$ cat src/rtl/fuzzy_seq_pkg.sv
// fuzzy_seq_pkg: shared state encoding, counter widths and ativo group slices for fuzzy_seq_controller.
package fuzzy_seq_pkg;
  typedef enum logic [2:0] {
    IDLE    = 3'd0,
    CAPTURE = 3'd1,
    FUZZ    = 3'd2,
    INFER   = 3'd3,
    REDUCE  = 3'd4,
    DEFUZZ  = 3'd5,
    DONE    = 3'd6
  } state_t;
  localparam int CNT_INFER_W = 4;
  localparam int CNT_RED_W = 8;
  localparam int ATV_W = 6;
  localparam int ATV_HI_MSB = 5;
  localparam int ATV_HI_LSB = 3;
  localparam int ATV_LO_MSB = 2;
  localparam int ATV_LO_LSB = 0;
endpackage

$ cat src/rtl/fuzzy_seq_cnt.sv
// fuzzy_seq_cnt: loadable up/down counter whose terminal flag compares the count against a limit.
module fuzzy_seq_cnt #(
  parameter int W = 4,
  parameter bit UP = 1'b0
) (
  input  logic         clk,
  input  logic         rst,
  input  logic         load,
  input  logic         en,
  input  logic [W-1:0] load_val,
  input  logic [W-1:0] lim,
  output logic [W-1:0] q,
  output logic         term
);
  always_ff @(posedge clk or posedge rst)
    if (rst) q <= '0;
    else if (load) q <= load_val;
    else if (en) q <= UP ? q + W'(1) : q - W'(1);
  assign term = q == lim;
endmodule

$ cat src/rtl/fuzzy_seq_controller.sv
// fuzzy_seq_controller: sequences fuzzifier -> inference -> type reducer -> defuzzifier with valid/ready ends.
// Optional FUZZY_SEQ_RULE_SKIP_EN adds ativo/no_rule and bypasses inference when no rule can fire.
module fuzzy_seq_controller
  import fuzzy_seq_pkg::*;
#(
  parameter int DATA_W = 8,
  parameter int INFER_CYCLES = 2,
  parameter int REDUCE_MAX = 16
) (
  input  logic              clk,
  input  logic              RESET,
  input  logic              soft_clear,
  input  logic              in_valid,
  output logic              in_ready,
  input  logic [DATA_W-1:0] in_01,
  input  logic [DATA_W-1:0] in_02,
  output logic [DATA_W-1:0] smp_01,
  output logic [DATA_W-1:0] smp_02,
  output logic              en_fuzz,
  output logic              en_infer,
  output logic              en_reduce,
  input  logic              reduce_done,
  output logic              en_defuzz,
  output logic              out_valid,
  input  logic              out_ready,
  output logic              busy,
  output logic              timeout
`ifdef FUZZY_SEQ_RULE_SKIP_EN
  ,
  input  logic [ATV_W-1:0]  ativo,
  output logic              no_rule
`endif
);
  localparam logic [CNT_INFER_W-1:0] INF_LOAD = CNT_INFER_W'(INFER_CYCLES - 1);
  localparam logic [CNT_RED_W-1:0] RED_LIM = CNT_RED_W'(REDUCE_MAX);
  state_t state, nxt;
  logic [CNT_INFER_W-1:0] inf_q;
  logic [CNT_RED_W-1:0] red_q;
  logic inf_term, red_term, accept, rule_empty, skip;
  assign accept = state == IDLE && in_valid && !soft_clear;
`ifdef FUZZY_SEQ_RULE_SKIP_EN
  assign rule_empty = ativo[ATV_HI_MSB:ATV_HI_LSB] == '0 || ativo[ATV_LO_MSB:ATV_LO_LSB] == '0;
`else
  assign rule_empty = 1'b0;
`endif
  // the INFER counter still holds its load value only in the first INFER cycle
  assign skip = state == INFER && inf_q == INF_LOAD && rule_empty;
  fuzzy_seq_cnt #(.W(CNT_INFER_W), .UP(1'b0)) u_inf_cnt (
    .clk(clk),
    .rst(RESET),
    .load(state != INFER),
    .en(1'b1),
    .load_val(INF_LOAD),
    .lim('0),
    .q(inf_q),
    .term(inf_term)
  );
  // red_q equals the 1-based index of the current REDUCE cycle
  fuzzy_seq_cnt #(.W(CNT_RED_W), .UP(1'b1)) u_red_cnt (
    .clk(clk),
    .rst(RESET),
    .load(state != REDUCE),
    .en(1'b1),
    .load_val(CNT_RED_W'(1)),
    .lim(RED_LIM),
    .q(red_q),
    .term(red_term)
  );
  always_ff @(posedge clk or posedge RESET)
    if (RESET) state <= IDLE;
    else state <= nxt;
  always_comb begin
    nxt = state;
    case (state)
      IDLE:    nxt = in_valid ? CAPTURE : IDLE;
      CAPTURE: nxt = FUZZ;
      FUZZ:    nxt = INFER;
      INFER:   nxt = skip ? DEFUZZ : inf_term ? REDUCE : INFER;
      REDUCE:  nxt = reduce_done || red_term ? DEFUZZ : REDUCE;
      DEFUZZ:  nxt = DONE;
      DONE:    nxt = out_ready ? IDLE : DONE;
      default: nxt = IDLE;
    endcase
    if (soft_clear) nxt = IDLE;
    in_ready = state == IDLE && !RESET;
    en_fuzz = state == CAPTURE || state == FUZZ;
    en_infer = state == INFER && !skip;
    en_reduce = state == REDUCE;
    en_defuzz = state == DEFUZZ;
    out_valid = state == DONE;
    busy = state != IDLE;
  end
  always_ff @(posedge clk or posedge RESET)
    if (RESET) begin
      smp_01 <= '0;
      smp_02 <= '0;
      timeout <= 1'b0;
    end else if (accept) begin
      smp_01 <= in_01;
      smp_02 <= in_02;
      timeout <= 1'b0;
    end else if (state == REDUCE && red_term && !reduce_done && !soft_clear) begin
      timeout <= 1'b1;
    end
`ifdef FUZZY_SEQ_RULE_SKIP_EN
  logic no_rule_q;
  always_ff @(posedge clk or posedge RESET)
    if (RESET) no_rule_q <= 1'b0;
    else if (accept) no_rule_q <= 1'b0;
    else if (skip && !soft_clear) no_rule_q <= 1'b1;
  assign no_rule = state == DONE && no_rule_q;
`endif
endmodule

$ cat config.mk
export PLATFORM = sky130hd
export DESIGN_NAME = fuzzy_seq_controller
export DESIGN_NICKNAME = d
export VERILOG_FILES = /design/src/rtl/fuzzy_seq_pkg.sv /design/src/rtl/fuzzy_seq_cnt.sv /design/src/rtl/fuzzy_seq_controller.sv
export SDC_FILE = /design/constraint.sdc
export NUM_CORES = 1
export LEC_CHECK = 0
export CORE_MARGIN = 2
export CORE_UTILIZATION = 55
export CTS_CLUSTER_SIZE = 30
export DETAILED_ROUTE_END_ITERATION = 12
export DONT_BUFFER_PORTS = 1
export PLACE_DENSITY = 0.73
export SLEW_MARGIN = 20
export SYNTH_ARGS = -nofsm -noshare
export SYNTH_HDL_FRONTEND = slang
export SYNTH_SLANG_ARGS = --single-unit
$ cat constraint.sdc
create_clock -name clk -period 1.8 [get_ports clk]
set_input_delay 0.09 -clock clk [delete_from_list [all_inputs] [get_ports clk]]
set_output_delay 0.09 -clock clk [all_outputs]
set_load 0.02 [all_outputs]
==> impl_metrics.yaml, run 1 <==
global_route:
  grt_max_degree: 33
  gr-usage-all-layers_pct: 21.2
  antenna_violations_before_repair: 0
  grt_pass1_wl_um: 5080
  grt_pass1_vias: 1122
  grt-ovfl-total: 0
critical_path:
  required_arrival_time_at_the_worst_endpoint_ns: 2.02
  arrival_ns: 1.96
  critical_path_class: "reg2reg"
  cp-end-kind: "register"
  worstPathMaxFanout: 17
  critPathMaxStageDelay_ns: 0.39
  worst_path_max_delay_cell: "dfrtp_1"
  critical_path.startpoint_type: "register"
  critical-path-top-delay-family: "simple AND/OR/NAND/NOR gates"
  worst-path-buf-inv: 1
  worstPathCellList: "or3_4, or3b_4, buf_12, mux2_4"
yosys:
  yosys.cell_types.count: 32
  largest_family_of_logic_cells_by_synthesized_area: "multiplexers"
  ys_ff_latch: 32
  synth_area_in_compound_gates_pct: 6.28
  async_flop_share_pct: 100
  synth_largest_area_cell: "dfrtp_1"
  synthMuxAreaShare_pct: 14.3
  synth_ff_type: "dfrtp_1"
  syn_nets: 150
  postSynthCellCount: 124
  synth-simple-area-share_pct: 13.2
  portion_of_the_post_synthesis_area_used_by_sequential_elements_pct: 53.6
  synth_xor_xnor_area_share_pct: 3.52
  synth_top_area_share_pct: 53.6
  ys_warns: 0
  netlist_area_mm2: 0.00149
  avgSynthCellArea_um2: 12.0
  synthesized_area_fraction_occupied_by_adder_cells_pct: 3.35
  synth-edff-count: 0
  synth.top_cells.by_area: "dfrtp_1 (54%), mux2_4 (9.0%), mux2_2 (5.3%)"
routing:
  avgViaCountPerCell: 5.73
  post-route-drc-count: 0
  iteration_count_of_the_initial_detailed_routing_pass: 4
  detail_route.wirelength_um: 2980
  detailedRoute.firstIterationViolations: 27
  postRouteAntennaNets: 0
  wl_per_cell_um: 16.3
  detailroute.via_count: 1048
sta:
  fin_crit_sh_pct: 96.6
  setup_violations: 0
  timing_max_transition_violations_final: 0
  grt_setup_unrepaired: "false"
  timing.setup.tns_ns: 0
  tightest_slew_ns: 0.509
  finalClockSkew_ns: 0.00868
  timing.final.hold_violations: 0
  final_period_minus_worst_setup_slack_ns: 1.74
  final.setup.worst_slack_ns: 0.0605
  achievable-frequency_mhz: 575
  slew_headroom_pct: 65.6
run:
  maxCapViolCount: 0
power_and_ir_drop:
  p_leak_uw: 0.000858
  vdd_drop_max_v: 0.000924
  cellPowerDensity_mw_per_mm2: 1020
  totalPowerFinal_uw: 1870
finish:
  layout.core_utilization_pct: 72.5
  n_fill_cell: 188
  insertedDiodeCount: 0
  layout_area_growth_over_synthesis_pct: 22.4
  design_area_mm2: 0.00183
  final_layout_size_suffix_gt1_share_pct: 22.9
  fin_nets: 178
clock_network:
  clock_path_buffers: 2
  cts.root.buffer_cell: "clkbuf_4"
  clk_pin_slew_worst_paths_ns: 0.10
  cts_made_buffers: 5
  clock-sinks: 32
  cts_htree_levels: 2
  clk-insertion-delay-late_ns: 0.34
  post_cts.repair.setup_buffers: 0
  cts_tree: "done"
die:
  initial_core_utilization_pct: 59.2
  die_height_um: 56.1
  design.die.area_mm2: 0.00315
  rows: 18
  core_area_mm2: 0.00252
  die_width_um: 56.1
  io_pins: 46
place:
  place_congestion: 0.756
  io_buffers: 0
  place_ws_ns: 0.0455
  placed_instance_area_mm2: 0.00154
  dp_hpwl_um: 2080
worst_hold_path:
  min_path_type: "in2reg"
outcome:
  run_status: "completed"
## area by class of cell
type | count | area (um2) | area share [%]
Sequential cell | 32 | 801 | 43.8
Multi-Input combinational cell | 79 | 611 | 33.4
Timing Repair Buffer | 26 | 255 | 14.0
Clock buffer | 7 | 65.1 | 3.56
Tap cell | 30 | 37.5 | 2.05
Clock inverter | 1 | 30.0 | 1.64
Inverter | 8 | 30.0 | 1.64
## worst reg2reg max path: stages, from the launching register on
cell and delay [ns]:
dfrtp_1 0.39, or3_4 0.38, or3b_4 0.39, buf_12 0.17, mux2_4 0.30
## registers in the layout (all words and copies together), names as in the netlist
register,count
smp_01,8
timeout,1
u_inf_cnt.q,4
state,3
smp_02,8
u_red_cnt.q,8
## metal layers
metal	vias up	wire, um	track usage (%)
li1	474	-	-
met1	524	1200	25.1
met2	45	1510	35.6
met3	5	225	6.05
met4	0	48	9.18
met5	-	0	0
## synth_stat cells (all sizes together) (3+ instances only)
master and count:
a21oi 5, ha 4, xnor2 4, inv 8
mux2 16, nand2 7, o21ai 5, or3 4
buf 5, nor2 13, dfrtp 32, nand3 3
## cell usage in the layout (no fill, tap or decap)
| cell type | count |
|---|---|
| o21ai_0 | 5 |
| xor2_1 | 2 |
| ha_1 | 4 |
| clkbuf_4 | 5 |
| xnor2_1 | 4 |
| dfrtp_1 | 32 |
| and2_1 | 1 |
| inv_1 | 8 |
| nor3b_1 | 2 |
| and3_2 | 1 |
| nand2_1 | 7 |
| a21oi_1 | 5 |
| and2_2 | 1 |
| a22oi_1 | 1 |
| buf_12 | 1 |
| or3b_4 | 1 |
| mux2_4 | 9 |
| buf_4 | 6 |
| nand4_1 | 1 |
| nand3b_1 | 1 |
| a41o_1 | 1 |
| o32ai_1 | 1 |
| or3_4 | 1 |
| bufinv_16 | 1 |
| clkbuf_8 | 2 |
| o21a_1 | 1 |
| nor4b_1 | 1 |
| or3_1 | 3 |
| mux2_2 | 7 |
| dlygate4sd3_1 | 19 |
| nor3_1 | 2 |
| nand3_1 | 3 |
| nor2_1 | 13 |
| o211a_1 | 1 |
## path summary, 6_finish.rpt
kind / startpoint / endpoint / slack (ns) / cells after the start
max in group asynchronous: RESET / smp_02[0]$_DFFE_PP0P_ / 1.24 / 3
worst max register to register: state[1]$_DFF_PP0_ / smp_02[5]$_DFFE_PP0P_ / 0.06 / 4
min in group asynchronous: RESET / u_red_cnt.q[7]$_DFF_PP0_ / 0.26 / 3
worst max-delay path: state[1]$_DFF_PP0_ / smp_02[5]$_DFFE_PP0P_ / 0.06 / 4
worst min-delay path: reduce_done / state[0]$_DFF_PP0_ / 0.01 / 2
worst min register to register: u_red_cnt.q[0]$_DFF_PP0_ / u_red_cnt.q[0]$_DFF_PP0_ / 0.50 / 1
## power breakdown
| part | total [uW] | leakage [uW] | internal, uW | switching, uW |
|---|---|---|---|---|
| logic | 256 | 0.000406 | 161 | 95.0 |
| clock network | 617 | 0.0000515 | 369 | 249 |
| registers | 994 | 0.000400 | 811 | 183 |
## cells by family after synthesis
logic type	after synthesis
buf+inv	13
compound gates	15
mux	16
simple gates	38
xor+xnor	6
flops	32
fa+ha+maj	4
## timing repair
item | in CTS | in global routing
endpoints found under the setup margin | 0 | 9
hold buffers | 19 | 0
hold endpoints to repair | 51 | 0
gates resized for setup | 0 | 1
## through the flow
step / std cells / hold WS, ns
final: 183 / 0.0137
after floorplan: 124 / 0.156
after global placement: 156 / 0.0836
after detailed placement: 156 / 0.0867
after global routing: 183 / 0.0171
after CTS: 183 / 0.00188
Note: power is estimated with default switching activity, not from simulation.
==> inputs of run 2 (changes only) <==
--- a/config.mk
+++ b/config.mk
@@ -6,11 +6,11 @@
 export NUM_CORES = 1
 export LEC_CHECK = 0
 export CORE_MARGIN = 2
-export CORE_UTILIZATION = 55
+export CORE_UTILIZATION = 53
 export CTS_CLUSTER_SIZE = 30
 export DETAILED_ROUTE_END_ITERATION = 12
 export DONT_BUFFER_PORTS = 1
-export PLACE_DENSITY = 0.73
+export PLACE_DENSITY = 0.71
 export SLEW_MARGIN = 20
 export SYNTH_ARGS = -nofsm -noshare
 export SYNTH_HDL_FRONTEND = slang
==> run 2 against run 1 <==
  * Final cell count is 1.6% higher
  * Die area is 3.5% higher
  * Largest power group unchanged
  * Flip-flop and latch count is the same
  * Clock power is 13% lower
  * First-iteration DRC count increased by 140%
  * Design area rose by 0.21%
  * Total power fell by 4.4%
  * Sequential share of layout area decreased by 0.090 points
  * Clock skew down 0.0011 ns
==> impl_metrics.yaml, run 2 (synthesis results as in run 1) <==
sta:
  final_period_minus_worst_setup_slack_ns: 1.76
  final.setup.worst_slack_ns: 0.0403
  achievable-frequency_mhz: 568
  tightest_slew_ns: 0.472
  finalClockSkew_ns: 0.00757
  setup_violations: 0
  slew_headroom_pct: 68.5
  grt_setup_unrepaired: "false"
  timing_max_transition_violations_final: 0
  fin_worst_hold_slack_ns: 0.0293
  fin_crit_sh_pct: 97.8
  timing.final.hold_violations: 0
run:
  maxCapViolCount: 0
finish:
  largestRegisters: "smp_01 (8), smp_02 (8), u_red_cnt.q (8)"
  most-common-layout-cells: "dfrtp_1 (32), dlygate4sd3_1 (20), nor2_1 (13)"
  insertedDiodeCount: 0
  final_layout_size_suffix_gt1_share_pct: 23.2
  layout_commonest_cell: "dfrtp_1"
  n_fill_cell: 218
  layout_area_growth_over_synthesis_pct: 22.7
  fin_nets: 180
clock_network:
  cts_htree_levels: 2
  clk_pin_slew_worst_paths_ns: 0.11
  clock_path_buffers: 2
  cts_tree: "done"
  clock-sinks: 32
  cts.root.buffer_cell: "clkbuf_4"
  cts_made_buffers: 5
  clk-insertion-delay-late_ns: 0.33
critical_path:
  cp-end-kind: "register"
  r2r-start: "state[1]$_DFF_PP0_"
  critical_path_class: "reg2reg"
  arrival_ns: 1.98
  worstPathMaxFanout: 17
  crit_path_start: "state[1]$_DFF_PP0_"
  required_arrival_time_at_the_worst_endpoint_ns: 2.02
  critical_path.startpoint_type: "register"
die:
  die_height_um: 57.1
  io_pins: 46
  design.die.area_mm2: 0.00326
  initial_core_utilization_pct: 55.1
  core_area_mm2: 0.00271
  die_width_um: 57.1
  rows: 19
outcome:
  run_status: "completed"
global_route:
  grt_pass1_wl_um: 4960
  gr-usage-all-layers_pct: 20.4
  grt-ovfl-total: 0
  antenna_violations_before_repair: 0
  grt_max_degree: 21
  grt_pass1_vias: 1062
worst_hold_path:
  min_path_type: "in2reg"
  hold_path_startpoint: "out_ready"
routing:
  post-route-drc-count: 0
  postRouteAntennaNets: 0
  detailroute.via_count: 1043
  avgViaCountPerCell: 5.61
  iteration_count_of_the_initial_detailed_routing_pass: 4
  detail_route.wirelength_um: 2840
  wl_per_cell_um: 15.3
  detailedRoute.firstIterationViolations: 64
power_and_ir_drop:
  cellPowerDensity_mw_per_mm2: 974
  p_leak_uw: 0.000858
  vdd_drop_max_v: 0.000947
place:
  io_buffers: 0
  place_ws_ns: 0.0313
  dp_hpwl_um: 1930
  place_congestion: 0.842
-- run 2: changes by cell type in the layout (fill, tap and decap cells not counted), sizes merged --
cell | previous run | this run
dlygate4sd3 | 19 | 20
clkbuf | 7 | 5
clkinv | 0 | 1
clkinvlp | 0 | 1
buf | 7 | 8
-- run 2: report_power, final --
part / internal (uW) / switching, uW / total (uW)
Clock: 289 / 247 / 536
Combinational: 164 / 96.0 / 260
Sequential: 811 / 178 / 989
Total: 1260 / 521 / 1790
-- run 2: stage by stage --
step	instances	TNS [ns]	util (%)	power (uW)	cell area, um2
3_3_place_gp	157	0	56.9	1220	1540
5_1_grt	186	0	67.6	1880	1830
2_1_floorplan	124	-1.61	-	1180	1500
4_1_cts	185	0	67.3	1800	1820
6_report	186	0	67.6	1790	1830
3_5_place_dp	157	0	56.9	1230	1540
-- run 2: path summary, 6_finish.rpt --
| check | end | depth (start not counted) | slack (ns) |
|---|---|---|---|
| max | smp_02[2]$_DFFE_PP0P_ | 4 | 0.04 |
| min | state[1]$_DFF_PP0_ | 3 | 0.03 |
| max reg2reg | smp_02[2]$_DFFE_PP0P_ | 4 | 0.04 |
| min reg2reg | u_inf_cnt.q[0]$_DFF_PP0_ | 1 | 0.46 |
| max in group asynchronous | u_red_cnt.q[4]$_DFF_PP0_ | 3 | 0.96 |
| min in group asynchronous | smp_02[1]$_DFFE_PP0P_ | 2 | 0.20 |
-- run 2: worst max-delay path, cell delays in order (launching register included) --
cell and delay (ns):
dfrtp_1 0.39, or3_4 0.39, or3b_4 0.40, buf_12 0.17, mux2_4 0.29
-- run 2: layout make-up --
| type | count | area, um2 | area share (%) |
|---|---|---|---|
| sequential | 32 | 801 | 43.7 |
| multi-input combinational | 79 | 611 | 33.3 |
| timing repair buffer | 28 | 273 | 14.9 |
| clock inverter | 3 | 42.5 | 2.32 |
| tap | 31 | 38.8 | 2.12 |
| clock buffer | 5 | 37.5 | 2.05 |
| inverter | 8 | 30.0 | 1.64 |
-- run 2: routing by layer --
metal / vias up / part of all wire (%) / track usage, %
li1: 484 / - / -
met4: 0 / 1.7 / 8.31
met1: 501 / 41 / 26.7
met5: - / 0 / 0
met2: 52 / 48 / 29.6
met3: 6 / 9.7 / 9.75
-- run 2: what timing repair did --
action,4_1_cts,5_1_grt
endpoints found under the setup margin,0,14
setup buffers,0,1
hold endpoints to repair,31,0
hold buffers,20,0
gates resized for setup,0,1
